**config.mk**
```make
export PLATFORM = sky130hd
export DESIGN_NAME = perf_window_sampler
export DESIGN_NICKNAME = d
export VERILOG_FILES = /design/src/rtl/perf_pkg.sv /design/src/rtl/sample_fifo.sv /design/src/rtl/perf_window_sampler.sv
export SDC_FILE = /design/constraint.sdc
export NUM_CORES = 2
export LEC_CHECK = 0
export CELL_PAD_IN_SITES_DETAIL_PLACEMENT = 0
export CELL_PAD_IN_SITES_GLOBAL_PLACEMENT = 2
export CORE_ASPECT_RATIO = 0.8
export CORE_MARGIN = 2
export CORE_UTILIZATION = 41
export DETAILED_ROUTE_END_ITERATION = 8
export GPL_TIMING_DRIVEN = 0
export PLACE_DENSITY_LB_ADDON = 0.1
export SYNTH_ARGS = -nofsm -noshare
export SYNTH_HDL_FRONTEND = slang
export SYNTH_HIERARCHICAL = 1
export SYNTH_SLANG_ARGS = --single-unit
```
**constraint.sdc**
```tcl
create_clock -name clk_i -period 35.5 [get_ports clk_i]
set_input_delay 8.875 -clock clk_i [delete_from_list [all_inputs] [get_ports clk_i]]
set_output_delay 8.875 -clock clk_i [all_outputs]
set_load 0.01 [all_outputs]
```
**src/rtl/perf_pkg.sv**
```systemverilog
// Shared types and widths for the windowed performance-counter sampler.
package perf_pkg;

  localparam int unsigned CNT_W      = 32;
  localparam int unsigned IDX_W      = 16;
  localparam int unsigned LEN_W      = 16;
  localparam int unsigned DROP_W     = 16;
  localparam int unsigned FIFO_DEPTH = 4;

  typedef enum logic {
    ST_IDLE = 1'b0,
    ST_RUN  = 1'b1
  } state_e;

  typedef struct packed {
    logic [CNT_W-1:0] retire;
    logic [CNT_W-1:0] alu;
    logic [CNT_W-1:0] load;
    logic [CNT_W-1:0] store;
    logic [CNT_W-1:0] branch;
  } counts_t;

  typedef struct packed {
    logic [IDX_W-1:0] idx;
    counts_t          delta;
  } sample_t;

  // Field-wise modulo-2^32 difference, so a wrapped running counter still yields the true delta.
  function automatic counts_t count_delta(input counts_t now, input counts_t base);
    counts_t d;
    d.retire = now.retire - base.retire;
    d.alu    = now.alu    - base.alu;
    d.load   = now.load   - base.load;
    d.store  = now.store  - base.store;
    d.branch = now.branch - base.branch;
    return d;
  endfunction

endpackage

```
**src/rtl/sample_fifo.sv**
```systemverilog
// Small synchronous FIFO; the head entry is read straight from storage so outputs are register-driven.
module sample_fifo #(
  parameter int unsigned DEPTH = 4,
  parameter type         T     = logic [7:0]
) (
  input  logic clk,
  input  logic rst,
  input  logic push,
  input  T     push_data,
  input  logic pop,
  output T     head,
  output logic full,
  output logic empty
);

  localparam int unsigned PTR_W = (DEPTH > 1) ? $clog2(DEPTH) : 1;
  localparam int unsigned OCC_W = $clog2(DEPTH + 1);

  T                 mem [DEPTH];
  logic [PTR_W-1:0] rd_ptr;
  logic [PTR_W-1:0] wr_ptr;
  logic [OCC_W-1:0] count;
  logic             do_push;
  logic             do_pop;

  function automatic logic [PTR_W-1:0] next_ptr(input logic [PTR_W-1:0] p);
    return (p == PTR_W'(DEPTH - 1)) ? '0 : p + PTR_W'(1);
  endfunction

  assign empty   = (count == '0);
  assign full    = (count == OCC_W'(DEPTH));
  assign do_pop  = pop && !empty;
  // A push into a full FIFO is accepted only when the head leaves in the same cycle.
  assign do_push = push && (!full || do_pop);
  assign head    = mem[rd_ptr];

  always_ff @(posedge clk or posedge rst) begin
    if (rst) begin
      for (int unsigned i = 0; i < DEPTH; i++) begin
        mem[i] <= '0;
      end
      rd_ptr <= '0;
      wr_ptr <= '0;
      count  <= '0;
    end else begin
      if (do_push) begin
        mem[wr_ptr] <= push_data;
        wr_ptr      <= next_ptr(wr_ptr);
      end
      if (do_pop) begin
        rd_ptr <= next_ptr(rd_ptr);
      end
      case ({do_push, do_pop})
        2'b10:   count <= count + OCC_W'(1);
        2'b01:   count <= count - OCC_W'(1);
        default: count <= count;
      endcase
    end
  end

endmodule

```
**src/rtl/perf_window_sampler.sv**
```systemverilog
// Samples running performance counters over fixed-length windows and queues per-window deltas.
module perf_window_sampler
  import perf_pkg::*;
(
  input  logic              clk_i,
  input  logic              reset_i,
  input  logic              enable_i,
  input  logic [LEN_W-1:0]  window_len_i,
  input  logic [CNT_W-1:0]  retire_cnt_i,
  input  logic [CNT_W-1:0]  alu_cnt_i,
  input  logic [CNT_W-1:0]  load_cnt_i,
  input  logic [CNT_W-1:0]  store_cnt_i,
  input  logic [CNT_W-1:0]  branch_cnt_i,
  output logic              sample_valid_o,
  input  logic              sample_ready_i,
  output logic [IDX_W-1:0]  sample_idx_o,
  output logic [CNT_W-1:0]  sample_retire_o,
  output logic [CNT_W-1:0]  sample_alu_o,
  output logic [CNT_W-1:0]  sample_load_o,
  output logic [CNT_W-1:0]  sample_store_o,
  output logic [CNT_W-1:0]  sample_branch_o,
  output logic [DROP_W-1:0] drop_cnt_o,
  output logic              busy_o
);

  state_e           state;
  state_e           state_nxt;
  logic [LEN_W-1:0] win_ctr;
  logic [LEN_W-1:0] win_ctr_nxt;
  logic [IDX_W-1:0] win_idx;
  logic [IDX_W-1:0] win_idx_nxt;
  counts_t          base;
  counts_t          base_nxt;
  counts_t          cur;
  logic             push;
  sample_t          push_data;
  sample_t          head;
  logic             fifo_full;
  logic             fifo_empty;

  assign cur = '{retire: retire_cnt_i, alu: alu_cnt_i, load: load_cnt_i,
                 store: store_cnt_i, branch: branch_cnt_i};

  assign push_data = '{idx: win_idx, delta: count_delta(cur, base)};

  always_ff @(posedge clk_i or posedge reset_i) begin
    if (reset_i) begin
      state   <= ST_IDLE;
      win_ctr <= '0;
      win_idx <= '0;
      base    <= '0;
    end else begin
      state   <= state_nxt;
      win_ctr <= win_ctr_nxt;
      win_idx <= win_idx_nxt;
      base    <= base_nxt;
    end
  end

  // Window sequencing: win_ctr counts down the remaining cycles; zero closes the window.
  always_comb begin
    state_nxt   = state;
    win_ctr_nxt = win_ctr;
    win_idx_nxt = win_idx;
    base_nxt    = base;
    push        = 1'b0;
    case (state)
      ST_IDLE: begin
        if (enable_i && (window_len_i != '0)) begin
          state_nxt   = ST_RUN;
          base_nxt    = cur;
          win_ctr_nxt = window_len_i - LEN_W'(1);
        end
      end
      ST_RUN: begin
        if (!enable_i || (window_len_i == '0)) begin
          state_nxt = ST_IDLE;
        end else if (win_ctr != '0) begin
          win_ctr_nxt = win_ctr - LEN_W'(1);
        end else begin
          push        = 1'b1;
          base_nxt    = cur;
          win_ctr_nxt = window_len_i - LEN_W'(1);
          win_idx_nxt = win_idx + IDX_W'(1);
        end
      end
      default: state_nxt = ST_IDLE;
    endcase
  end

  sample_fifo #(
    .DEPTH (FIFO_DEPTH),
    .T     (sample_t)
  ) u_fifo (
    .clk       (clk_i),
    .rst       (reset_i),
    .push      (push),
    .push_data (push_data),
    .pop       (sample_ready_i),
    .head      (head),
    .full      (fifo_full),
    .empty     (fifo_empty)
  );

  // Lost samples: full FIFO with no pop freeing a slot in the push cycle.
  always_ff @(posedge clk_i or posedge reset_i) begin
    if (reset_i) begin
      drop_cnt_o <= '0;
    end else if (push && fifo_full && !sample_ready_i && (drop_cnt_o != '1)) begin
      drop_cnt_o <= drop_cnt_o + DROP_W'(1);
    end
  end

  assign busy_o          = (state == ST_RUN);
  assign sample_valid_o  = !fifo_empty;
  assign sample_idx_o    = head.idx;
  assign sample_retire_o = head.delta.retire;
  assign sample_alu_o    = head.delta.alu;
  assign sample_load_o   = head.delta.load;
  assign sample_store_o  = head.delta.store;
  assign sample_branch_o = head.delta.branch;

endmodule
```
==> impl_metrics.py <==
metrics = {
    "synth": {
        "synth-seq-cells": 920,
        "synth_edf_count": 0,
        "synth.area.top_cells": "dfrtp_1 48%, mux2_2 17%, mux4_2 8.3%, ha_1 4.4%, o21ai_0 2.6%",
        "yosysUniqueCellTypes": 76,
        "yosysMostFrequentCell": "dfrtp_1",
        "synthArstFlopShare_pct": 100.0,
        "synth_top_family_by_area": "multiplexers",
        "synth_top_area_share_pct": 48.34,
        "syn_area_per_cell_um2": 12.47,
        "synth.cell_area_um2": 47620,
        "yosysTopAreaCell": "dfrtp_1",
        "syn-num-nets": 4173,
        "synth-simple-area-share_pct": 6.025,
        "yosys_warnings": 6,
        "post_synth_xor_area_fraction_pct": 3.513,
        "synthTopCellsByCount": "920 x dfrtp_1, 719 x mux2_2, 283 x nand2_1, 248 x o21ai_0, 226 x inv_1",
        "yosys.area_share.adder_pct": 4.640,
        "ys_seq_area_share_pct": 48.34,
        "syn_inst": 3820,
        "synth_compound_area_share_pct": 7.869,
        "ys.flop_type": "dfrtp_1",
        "synth_mux_area_share_pct": 25.35,
    },
    "cells_and_area": {
        "areaGrowthSynthToFinish_pct": 19.79,
        "n_antenna_cell": 0,
        "fill_cells": 10310,
        "layout.nets": 4657,
        "layout-drive-gt1-share_pct": 28.23,
    },
    "global_route": {
        "grt_pass1_vias": 32150,
        "grt_pass1_wl_um": 194300,
        "overflow": 0,
        "grt_max_degree": 126,
        "antenna_found_initial": 5,
        "grt_usage_pct": 21.15,
    },
    "sta": {
        "tightest_slew_ps": 890.5,
        "fmax_ghz": 0.07837,
        "rsz0062_at_grt": "false",
        "max_slew_margin_pct": 40.01,
        "finalCritPeriodShare_pct": 35.94,
        "hold_violations": 0,
        "finClkSkew_ps": 22.52,
        "fin_hold_ws_ps": 496.7,
        "setup_violations": 0,
        "drv_slew": 0,
        "period_needed_ps": 12760,
    },
    "critical_path": {
        "arrival_ps": 3880,
        "crit_path_end_kind": "output port",
        "startpoint_type": "flip-flop",
        "crit_required_ps": 26620,
        "crit_type": "flip-flop to output port",
        "crit_buf_inv": 5,
        "crit_path_frequent_cell": "buf_2",
        "critical_path.top_delay_family": "buffers and inverters",
        "path_cells": "clkbuf_1 -> buf_2 -> buf_2 -> buf_2 -> mux4_2 -> clkdlybuf4s50_1",
        "crit_path_max_fanout": 10,
        "cp_slowest_cell": "clkdlybuf4s50_1",
        "cp_slowest_stage_delay_ps": 630,
    },
    "cts": {
        "cts.sinks": 920,
        "cts_tree": "done",
        "cts_root_buffer": "clkbuf_16",
        "post_cts_resized": 0,
        "cts_hold_buf": 0,
        "cts_buffers": 101,
        "htreeDepth": 3,
        "clk_pin_slew_ps": 60,
        "post_cts_buffers": 0,
        "cts_max_path_buffers": 3,
        "worstSkewPairLatency_ps": 700,
    },
    "run": {
        "maxCapViolCount": 0,
    },
    "detailed_routing": {
        "vias": 31020,
        "drt-wirelength-per-cell_um": 21.08,
        "drc": 0,
        "viasPerCell": 5.249,
        "ant_nets": 0,
        "totalWireLength_um": 124600,
        "drtIter0Drc": 1441,
        "first_pass_iters": 5,
    },
    "min_path": {
        "min_path_type": "flip-flop to flip-flop",
    },
    "placed_design": {
        "port_buffers": 373,
        "dp_hpwl_um": 89180,
        "gp_congestion": 0.7953,
    },
    "floorplanning": {
        "start_util_pct": 41.46,
        "die-area_um2": 118900,
        "die_width_um": 385.0,
        "die_h_um": 308.8,
        "core_area_um2": 114900,
        "ios": 374,
        "rows": 111,
    },
    "power_and_ir_drop": {
        "p_leak_nw": 26.81,
        "power_mw": 2.902,
        "power_density_nw_per_um2": 50.87,
        "peakVddDrop_v": 0.00003694,
    },
    "run_status": {
        "outcome": "finished clean",
    },
}
## per-layer routing
| layer | GRT usage (%) | vias to the layer above | part of all wire [%] |
|---|---|---|---|
| li1 | - | 14690 | - |
| met1 | 31.05 | 15740 | 49 |
| met2 | 32.93 | 448 | 45 |
| met3 | 3.633 | 141 | 3.8 |
| met4 | 4.333 | 2 | 1.9 |
| met5 | 0 | - | 0.014 |
## path summary, 6_finish.rpt
| path | slack, ps | to | from | cells past startpoint |
|---|---|---|---|---|
| worst max-delay path | 22740 | sample_idx_o[1] | u_fifo/rd_ptr[1] | 6 |
| worst min-delay path | 500 | drop_cnt_o[9] | drop_cnt_o[9] | 1 |
| worst max register to register | 31420 | u_fifo/mem[268] | base[64] | 12 |
| worst min register to register | 500 | drop_cnt_o[9] | drop_cnt_o[9] | 1 |
| max in group asynchronous | 24880 | u_fifo/mem[364] | reset_i | 5 |
| min in group asynchronous | 8710 | u_fifo/mem[616] | reset_i | 2 |
## layout make-up
type	instances	area (µm²)	share of cell area, %
sequential	920	23020	40.36
multi-input combinational	2498	22570	39.56
timing repair buffer	381	3954	6.931
clock buffer	129	2835	4.970
tap	1525	1908	3.345
buffer	176	1186	2.079
inverter	226	863.3	1.513
clock inverter	55	709.4	1.244
## worst reg2reg max path, delay by kind of cell, from the launching register on
family | cells | cell delay, ps
XOR/XNOR | 1 | 350
AO/OA/AOI/OAI | 6 | 2000
multiplexers | 1 | 230
flip-flops | 1 | 380
adder cells (fa/ha/maj) | 2 | 670
AND/OR/NAND/NOR | 2 | 400
## sequential cells by signal, summed over array words and instances, names as in the netlist
name           flops
u_fifo/wr_ptr      2
drop_cnt_o        16
busy_o             1
u_fifo/count       3
win_idx           16
win_ctr           16
base             160
u_fifo/rd_ptr      2
u_fifo/mem       704
## metrics by stage
step	setup TNS [ps]	instances	setup WS [ps]	instance area (µm²)	utilization, %
after detailed placement	0	5726	22400	53500	46.58
after floorplan	0	3820	6683	47620	-
after global routing	0	5910	22450	57050	49.67
final	0	5910	22740	57050	49.67
after global placement	-1743310	5718	-2526	53260	46.37
after CTS	0	5910	22520	57050	49.67
## report_power, final
part           total [mW]  internal [mW]  switching (mW)
sequential           1.09           1.08          0.0135
combinational       0.681          0.254           0.427
clock                1.13          0.673           0.456
## cell usage in the layout (no fill, tap or decap), types with 56 or more instances in the layout
cell type	n
clkdlybuf4s50_1	373
buf_2	66
ha_1	167
inv_1	224
clkbuf_1	56
xnor2_1	134
xor2_1	57
clkbuf_16	103
mux2_2	719
nor2_1	110
nand2_1	283
mux4_2	176
a21o_1	71
a21oi_1	162
dfrtp_1	920
o21ai_0	248
buf_6	56
## logic make-up (layout without fill, tap and decap cells)
logic type / after synthesis / count (layout)
AO/OA/AOI/OAI: 627 / 627
AND/OR/NAND/NOR: 611 / 611
adder cells (fa/ha/maj): 173 / 173
XOR/XNOR: 191 / 191
multiplexers: 896 / 896
buffers and inverters: 402 / 967
flip-flops: 920 / 920
No activity file was read; power rests on OpenSTA's default activity.
